File: src/rtl/mips_pkg.sv
// Shared decode-stage definitions for the MIPS-style core.
// Opcodes, reg_dst encodings, field positions and the stage bundle.
package mips_pkg;

   localparam int DATA_W = 32;

   localparam logic [5:0] OP_RTYPE = 6'h00;
   localparam logic [5:0] OP_J     = 6'h02;
   localparam logic [5:0] OP_JAL   = 6'h03;
   localparam logic [5:0] OP_BEQ   = 6'h04;
   localparam logic [5:0] OP_LW    = 6'h23;
   localparam logic [5:0] OP_SW    = 6'h2B;

   localparam logic [1:0] REGDST_RT   = 2'b00;
   localparam logic [1:0] REGDST_RD   = 2'b01;
   localparam logic [1:0] REGDST_LINK = 2'b10;

   localparam int OPC_LSB = 26;
   localparam int RS_LSB  = 21;
   localparam int RT_LSB  = 16;
   localparam int RD_LSB  = 11;
   localparam int SH_LSB  = 6;
   localparam int FN_LSB  = 0;
   localparam int IMM_LSB = 0;
   localparam int JA_LSB  = 0;

   localparam int OPC_W = 6;
   localparam int REG_W = 5;
   localparam int FN_W  = 6;
   localparam int IMM_W = 16;
   localparam int JA_W  = 26;

   typedef struct packed {
      logic              valid;
      logic [OPC_W-1:0]  opcode;
      logic [REG_W-1:0]  rs;
      logic [REG_W-1:0]  rt;
      logic [REG_W-1:0]  rd;
      logic [REG_W-1:0]  shamt;
      logic [FN_W-1:0]   funct;
      logic [IMM_W-1:0]  immediate;
      logic [DATA_W-1:0] imm_sext;
      logic [JA_W-1:0]   jump_addr;
      logic [DATA_W-1:0] alu_in1;
      logic [DATA_W-1:0] alu_in2;
      logic [DATA_W-1:0] write_data;
   } dec_stage_t;

endpackage

File: src/rtl/decode_operand_select_field_split.sv
// Instruction field slicing and immediate sign extension.
// Pure bit selection; no opcode-dependent masking.
module instr_field_split
   import mips_pkg::*;
(
   input  logic [DATA_W-1:0] instr,
   output logic [OPC_W-1:0]  opcode,
   output logic [REG_W-1:0]  rs,
   output logic [REG_W-1:0]  rt,
   output logic [REG_W-1:0]  rd,
   output logic [REG_W-1:0]  shamt,
   output logic [FN_W-1:0]   funct,
   output logic [IMM_W-1:0]  immediate,
   output logic [DATA_W-1:0] imm_sext,
   output logic [JA_W-1:0]   jump_addr
);

   // Slice every field regardless of instruction format
   always_comb begin
      opcode    = instr[OPC_LSB +: OPC_W];
      rs        = instr[RS_LSB  +: REG_W];
      rt        = instr[RT_LSB  +: REG_W];
      rd        = instr[RD_LSB  +: REG_W];
      shamt     = instr[SH_LSB  +: REG_W];
      funct     = instr[FN_LSB  +: FN_W];
      immediate = instr[IMM_LSB +: IMM_W];
      jump_addr = instr[JA_LSB  +: JA_W];
      imm_sext  = {{(DATA_W-IMM_W){immediate[IMM_W-1]}}, immediate};
   end

endmodule

File: src/rtl/decode_operand_select.sv
// Decode-stage operand and write-back select with registered outputs.
// One cycle from capture to outputs; reset clears everything.
module decode_operand_select
   import mips_pkg::*;
#(
   parameter int DW = 32
) (
   input  logic          clk,
   input  logic          rst,
   input  logic          in_valid,
   input  logic [DW-1:0] instruction,
   input  logic [DW-1:0] read_data1,
   input  logic [DW-1:0] read_data2,
   input  logic          alu_src,
   input  logic          mem_to_reg,
   input  logic [1:0]    reg_dst,
   input  logic [DW-1:0] mem_data,
   input  logic [DW-1:0] pc_plus_one,
   input  logic [DW-1:0] alu_result,
   output logic          out_valid,
   output logic [5:0]    opcode,
   output logic [4:0]    rs,
   output logic [4:0]    rt,
   output logic [4:0]    rd,
   output logic [4:0]    shamt,
   output logic [5:0]    funct,
   output logic [15:0]   immediate,
   output logic [DW-1:0] imm_sext,
   output logic [25:0]   jump_addr,
   output logic [DW-1:0] alu_in1,
   output logic [DW-1:0] alu_in2,
   output logic [DW-1:0] write_data
);

   logic [OPC_W-1:0]  f_opcode;
   logic [REG_W-1:0]  f_rs;
   logic [REG_W-1:0]  f_rt;
   logic [REG_W-1:0]  f_rd;
   logic [REG_W-1:0]  f_shamt;
   logic [FN_W-1:0]   f_funct;
   logic [IMM_W-1:0]  f_imm;
   logic [DATA_W-1:0] f_sext;
   logic [JA_W-1:0]   f_jaddr;

   logic [DATA_W-1:0] opb;
   logic [DATA_W-1:0] wb_data;

   dec_stage_t stage_d;
   dec_stage_t stage_q;

   instr_field_split u_split (
      .instr     (instruction),
      .opcode    (f_opcode),
      .rs        (f_rs),
      .rt        (f_rt),
      .rd        (f_rd),
      .shamt     (f_shamt),
      .funct     (f_funct),
      .immediate (f_imm),
      .imm_sext  (f_sext),
      .jump_addr (f_jaddr)
   );

   // Operand B: immediate or rt register data
   always_comb begin
      opb = read_data2;
      if (alu_src) begin
         opb = f_sext;
      end
   end

   // Write-back: link beats load beats ALU
   always_comb begin
      wb_data = alu_result;
      if (reg_dst == REGDST_LINK) begin
         wb_data = pc_plus_one;
      end else if (mem_to_reg) begin
         wb_data = mem_data;
      end
   end

   // Next stage contents: load on in_valid, else hold data
   always_comb begin
      stage_d       = stage_q;
      stage_d.valid = 1'b0;
      if (in_valid) begin
         stage_d.valid      = 1'b1;
         stage_d.opcode     = f_opcode;
         stage_d.rs         = f_rs;
         stage_d.rt         = f_rt;
         stage_d.rd         = f_rd;
         stage_d.shamt      = f_shamt;
         stage_d.funct      = f_funct;
         stage_d.immediate  = f_imm;
         stage_d.imm_sext   = f_sext;
         stage_d.jump_addr  = f_jaddr;
         stage_d.alu_in1    = read_data1;
         stage_d.alu_in2    = opb;
         stage_d.write_data = wb_data;
      end
   end

   // Stage register with synchronous active-low clear
   always_ff @(posedge clk) begin
      if (!rst) begin
         stage_q <= '0;
      end else begin
         stage_q <= stage_d;
      end
   end

   assign out_valid  = stage_q.valid;
   assign opcode     = stage_q.opcode;
   assign rs         = stage_q.rs;
   assign rt         = stage_q.rt;
   assign rd         = stage_q.rd;
   assign shamt      = stage_q.shamt;
   assign funct      = stage_q.funct;
   assign immediate  = stage_q.immediate;
   assign imm_sext   = stage_q.imm_sext;
   assign jump_addr  = stage_q.jump_addr;
   assign alu_in1    = stage_q.alu_in1;
   assign alu_in2    = stage_q.alu_in2;
   assign write_data = stage_q.write_data;

endmodule

File: config.mk
export PLATFORM = sky130hd
export DESIGN_NAME = decode_operand_select
export DESIGN_NICKNAME = d
export VERILOG_FILES = /design/src/rtl/mips_pkg.sv /design/src/rtl/decode_operand_select_field_split.sv /design/src/rtl/decode_operand_select.sv
export SDC_FILE = /design/constraint.sdc
export NUM_CORES = 1
export LEC_CHECK = 0
export ABC_AREA = 1
export ABC_CLOCK_PERIOD_IN_PS = 1100
export CAP_MARGIN = 5
export CORE_AREA = 5 5 154 156
export DETAILED_ROUTE_END_ITERATION = 7
export DIE_AREA = 0 0 159 161
export HOLD_SLACK_MARGIN = 0.05
export PLACE_DENSITY = 0.63
export RECOVER_POWER = 50
export SLEW_MARGIN = 20
export SYNTH_ARGS = -nofsm -noshare
export SYNTH_HDL_FRONTEND = slang
export SYNTH_SLANG_ARGS = --single-unit
File: constraint.sdc
create_clock -name clk -period 1.1 [get_ports clk]
set_input_delay 0.22 -clock clk [delete_from_list [all_inputs] [get_ports clk]]
set_output_delay 0.22 -clock clk [all_outputs]
set_load 0.01 [all_outputs]
==> flow_summary_export.csv <==
group,metric,value,unit
outcome,status,"finished, violations left",
outcome,violations,"setup timing",
sta,finalSetupViolations,106,
cts,insertion_delay,0.41,ns
synth,synth_area,0.00638,mm^2
sta,min_period,1.26,ns
cts,htreeDepth,4,
route,dr.pass1.iters,5,
min_path,holdPathStages,3,
cts,numCtsBuffers,17,
power_and_ir_drop,powerDensity,1320,mW/mm^2
route,detail_route.wl_per_cell,15.8,um
route,vias,6988,
synth,synth-seq-area-share,0.404,
global_routing,grt_pass1_vias,6816,
final_layout,layout-drive-gt1-share,0.316,
die,die-area,0.0256,mm^2
sta,finalClockSkew,0,ns
synth,synth_cell_types,15,
cts,ctsHoldBuffers,0,
sta,maxSlewHeadroom,0.507,
global_routing,grt_max_degree,75,
die,fp-row-count,55,
synth,ys_top_cells_by_area,"dfxtp_1 (40%), nor2_1 (9.5%), buf_4 (9.3%)",
sta,setup_tns,-6.34,ns
synth,synth_edf_count,0,
critical_path,reg2regPathDepth,3,
synth,yosysTopAreaCellShare,0.404,
run,maxCapViolations,0,
route,drtIter0Drc,342,
power_and_ir_drop,seqPwrFrac,0.360,
place,gp_congestion,0.813,
critical_path,critPathKind,"register to output pin",
sta,worstMarginPinSlew,0.739,ns
sta,hold_viol_final,0,
power_and_ir_drop,p_sw,0.00417,W
route,wirelength,24900,um
cts,cts.sinks,129,
cts,clk_path_buf_depth,2,
sta,post-route-period-util,1.15,
route,post-route-drc-count,0,
global_routing,grtUsageTotal,0.185,
sta,rsz0062_at_grt,"true",
synth,postSynthAreaPerCell,6.72,um^2
power_and_ir_drop,p_total,0.0150,W
synth,syn_nets,1149,
place,io_buffers,401,
power_and_ir_drop,combPwrFrac,0.226,
route,vias_per_cell,4.45,
die,coreArea,0.0222,mm^2
synth,synth_area_leader_cell,"dfxtp_1",
sta,fin_ws,-0.163,ns
power_and_ir_drop,power_switching_share,0.279,
sta,fmaxAchievable,0.792,GHz
critical_path,critPathCaptureType,"output pin",
power_and_ir_drop,leakage,5.50,nW
critical_path,critical_path_required,0.88,ns
critical_path,cp.arrival,1.04,ns
power_and_ir_drop,pwr-share-clk,0.414,
synth,synth_warnings,0,
global_routing,grt_pass1_wl,38600,um
synth,synth-main-ff-cell,"dfxtp_1",
global_routing,grt.overflow.total,0,
final_layout,nets,1471,
final_layout,diodes,0,
synth,syn_inst,950,
min_path,hp-class,"primary input to register",
power_and_ir_drop,peakVddDrop,0.823,mV
synth,synth-seq-cells,129,
critical_path,path_max_fanout,10,
cts,tritoncts,"yes",
final_layout,syn2layout_area_growth,78.0,%
synth,synth_commonest_cells,"nor2_1 (162), nand2_1 (148), dfxtp_1 (129)",
critical_path,cp-start-kind,"register",
die,initial_core_util,0.287,
cts,ctsRootBufferMaster,"clkbuf_16",
route,antenna_left,0,
die,fp.dieW,159,um
die,die_h,161,um
synth,synth.most_common_cell,"nor2_1",
power_and_ir_drop,p_int,0.0108,W
synth,synthArstFlopShare,0,
global_routing,antenna_found_initial,0,
sta,slew_viol_final,0,
die,pin_count,402,
cts,path_clk_slew,0.06,ns
place,hpwl,18600,um
[metal layers]
layer  global-route usage  routed length [um]  share of wire
met1                0.217               10100           0.41
met2                0.322               12300           0.49
met3               0.0643                2080          0.084
met4               0.0504                 379          0.015
met5                    0                   0              0
[power groups by stage]
stage                     Sequential [W]  Clock (W)  Combinational (W)
after floorplan                  0.00546          0            0.00127
after global placement           0.00533          0            0.00330
after detailed placement         0.00534          0            0.00332
after CTS                        0.00537    0.00634            0.00337
after global routing             0.00543    0.00656            0.00368
final                            0.00538    0.00619            0.00339
[cell families after synthesis]
group,after synthesis,synth area share
AO/OA/AOI/OAI,173,0.136
buffers and inverters,257,0.214
flip-flops,129,0.404
AND/OR/NAND/NOR,391,0.246
[path summary, 6_finish.rpt]
kind,startpoint,end,slack (ns)
max,jump_addr[15],imm_sext[31],-0.16
min,rst,write_data[23],0.19
max reg2reg,shamt[2],shamt[2],0.32
min reg2reg,alu_in1[17],alu_in1[17],0.50
[final cells by class]
cell class                      count  area (um^2)
Multi-Input combinational cell    564         2430
Timing Repair Buffer              441         4700
Clock buffer                       18          439
Inverter                          119          452
Tap cell                          285          357
Fill cell                        2196        10900
Sequential cell                   129         2790
Clock inverter                     14          194
[repair_timing]
action / CTS / global route
gates resized for setup: 1145 / 29
hold endpoints to repair: 0 / 0
setup buffers: 4 / 1
endpoints found under the setup margin: 203 / 199
cloned: 1 / 0
[flip-flops by register name (all words and copies together), names as in the netlist]
| register | count |
|---|---|
| out_valid | 1 |
| alu_in1 | 32 |
| funct | 5 |
| alu_in2 | 32 |
| imm_sext | 2 |
| rs | 5 |
| shamt | 4 |
| rt | 4 |
| write_data | 32 |
| jump_addr | 2 |
| opcode | 6 |
| rd | 4 |
[per-stage QoR]
stage | setup WS (ns) | cells | instance area (um^2) | util | hold slack (ns)
after detailed placement | -0.354 | 1532 | 10300 | 0.462 | 0.481
after global placement | -0.333 | 1532 | 10300 | 0.462 | 0.473
after global routing | -0.214 | 1570 | 11400 | 0.511 | 0.220
after floorplan | 0.0104 | 950 | 6380 | - | 0.355
after CTS | -0.197 | 1569 | 11200 | 0.506 | 0.152
final | -0.163 | 1570 | 11400 | 0.511 | 0.188
[critical path: stages, from the launching register on]
cell and delay (ns):
dfxtp_4 0.37, buf_12 0.13, buf_4 0.14
[layout by cell type, fill, tap and decap left out, types with 9 or more instances in the layout]
master / instances
nor2_1: 162
nand2_1: 148
buf_6: 196
buf_4: 21
buf_2: 9
clkdlybuf4s50_1: 196
dfxtp_2: 109
nand3_1: 81
a21oi_1: 62
buf_12: 14
clkbuf_16: 17
inv_1: 117
dfxtp_4: 18
o21ai_0: 109
Power figures use the tool's default switching activity.
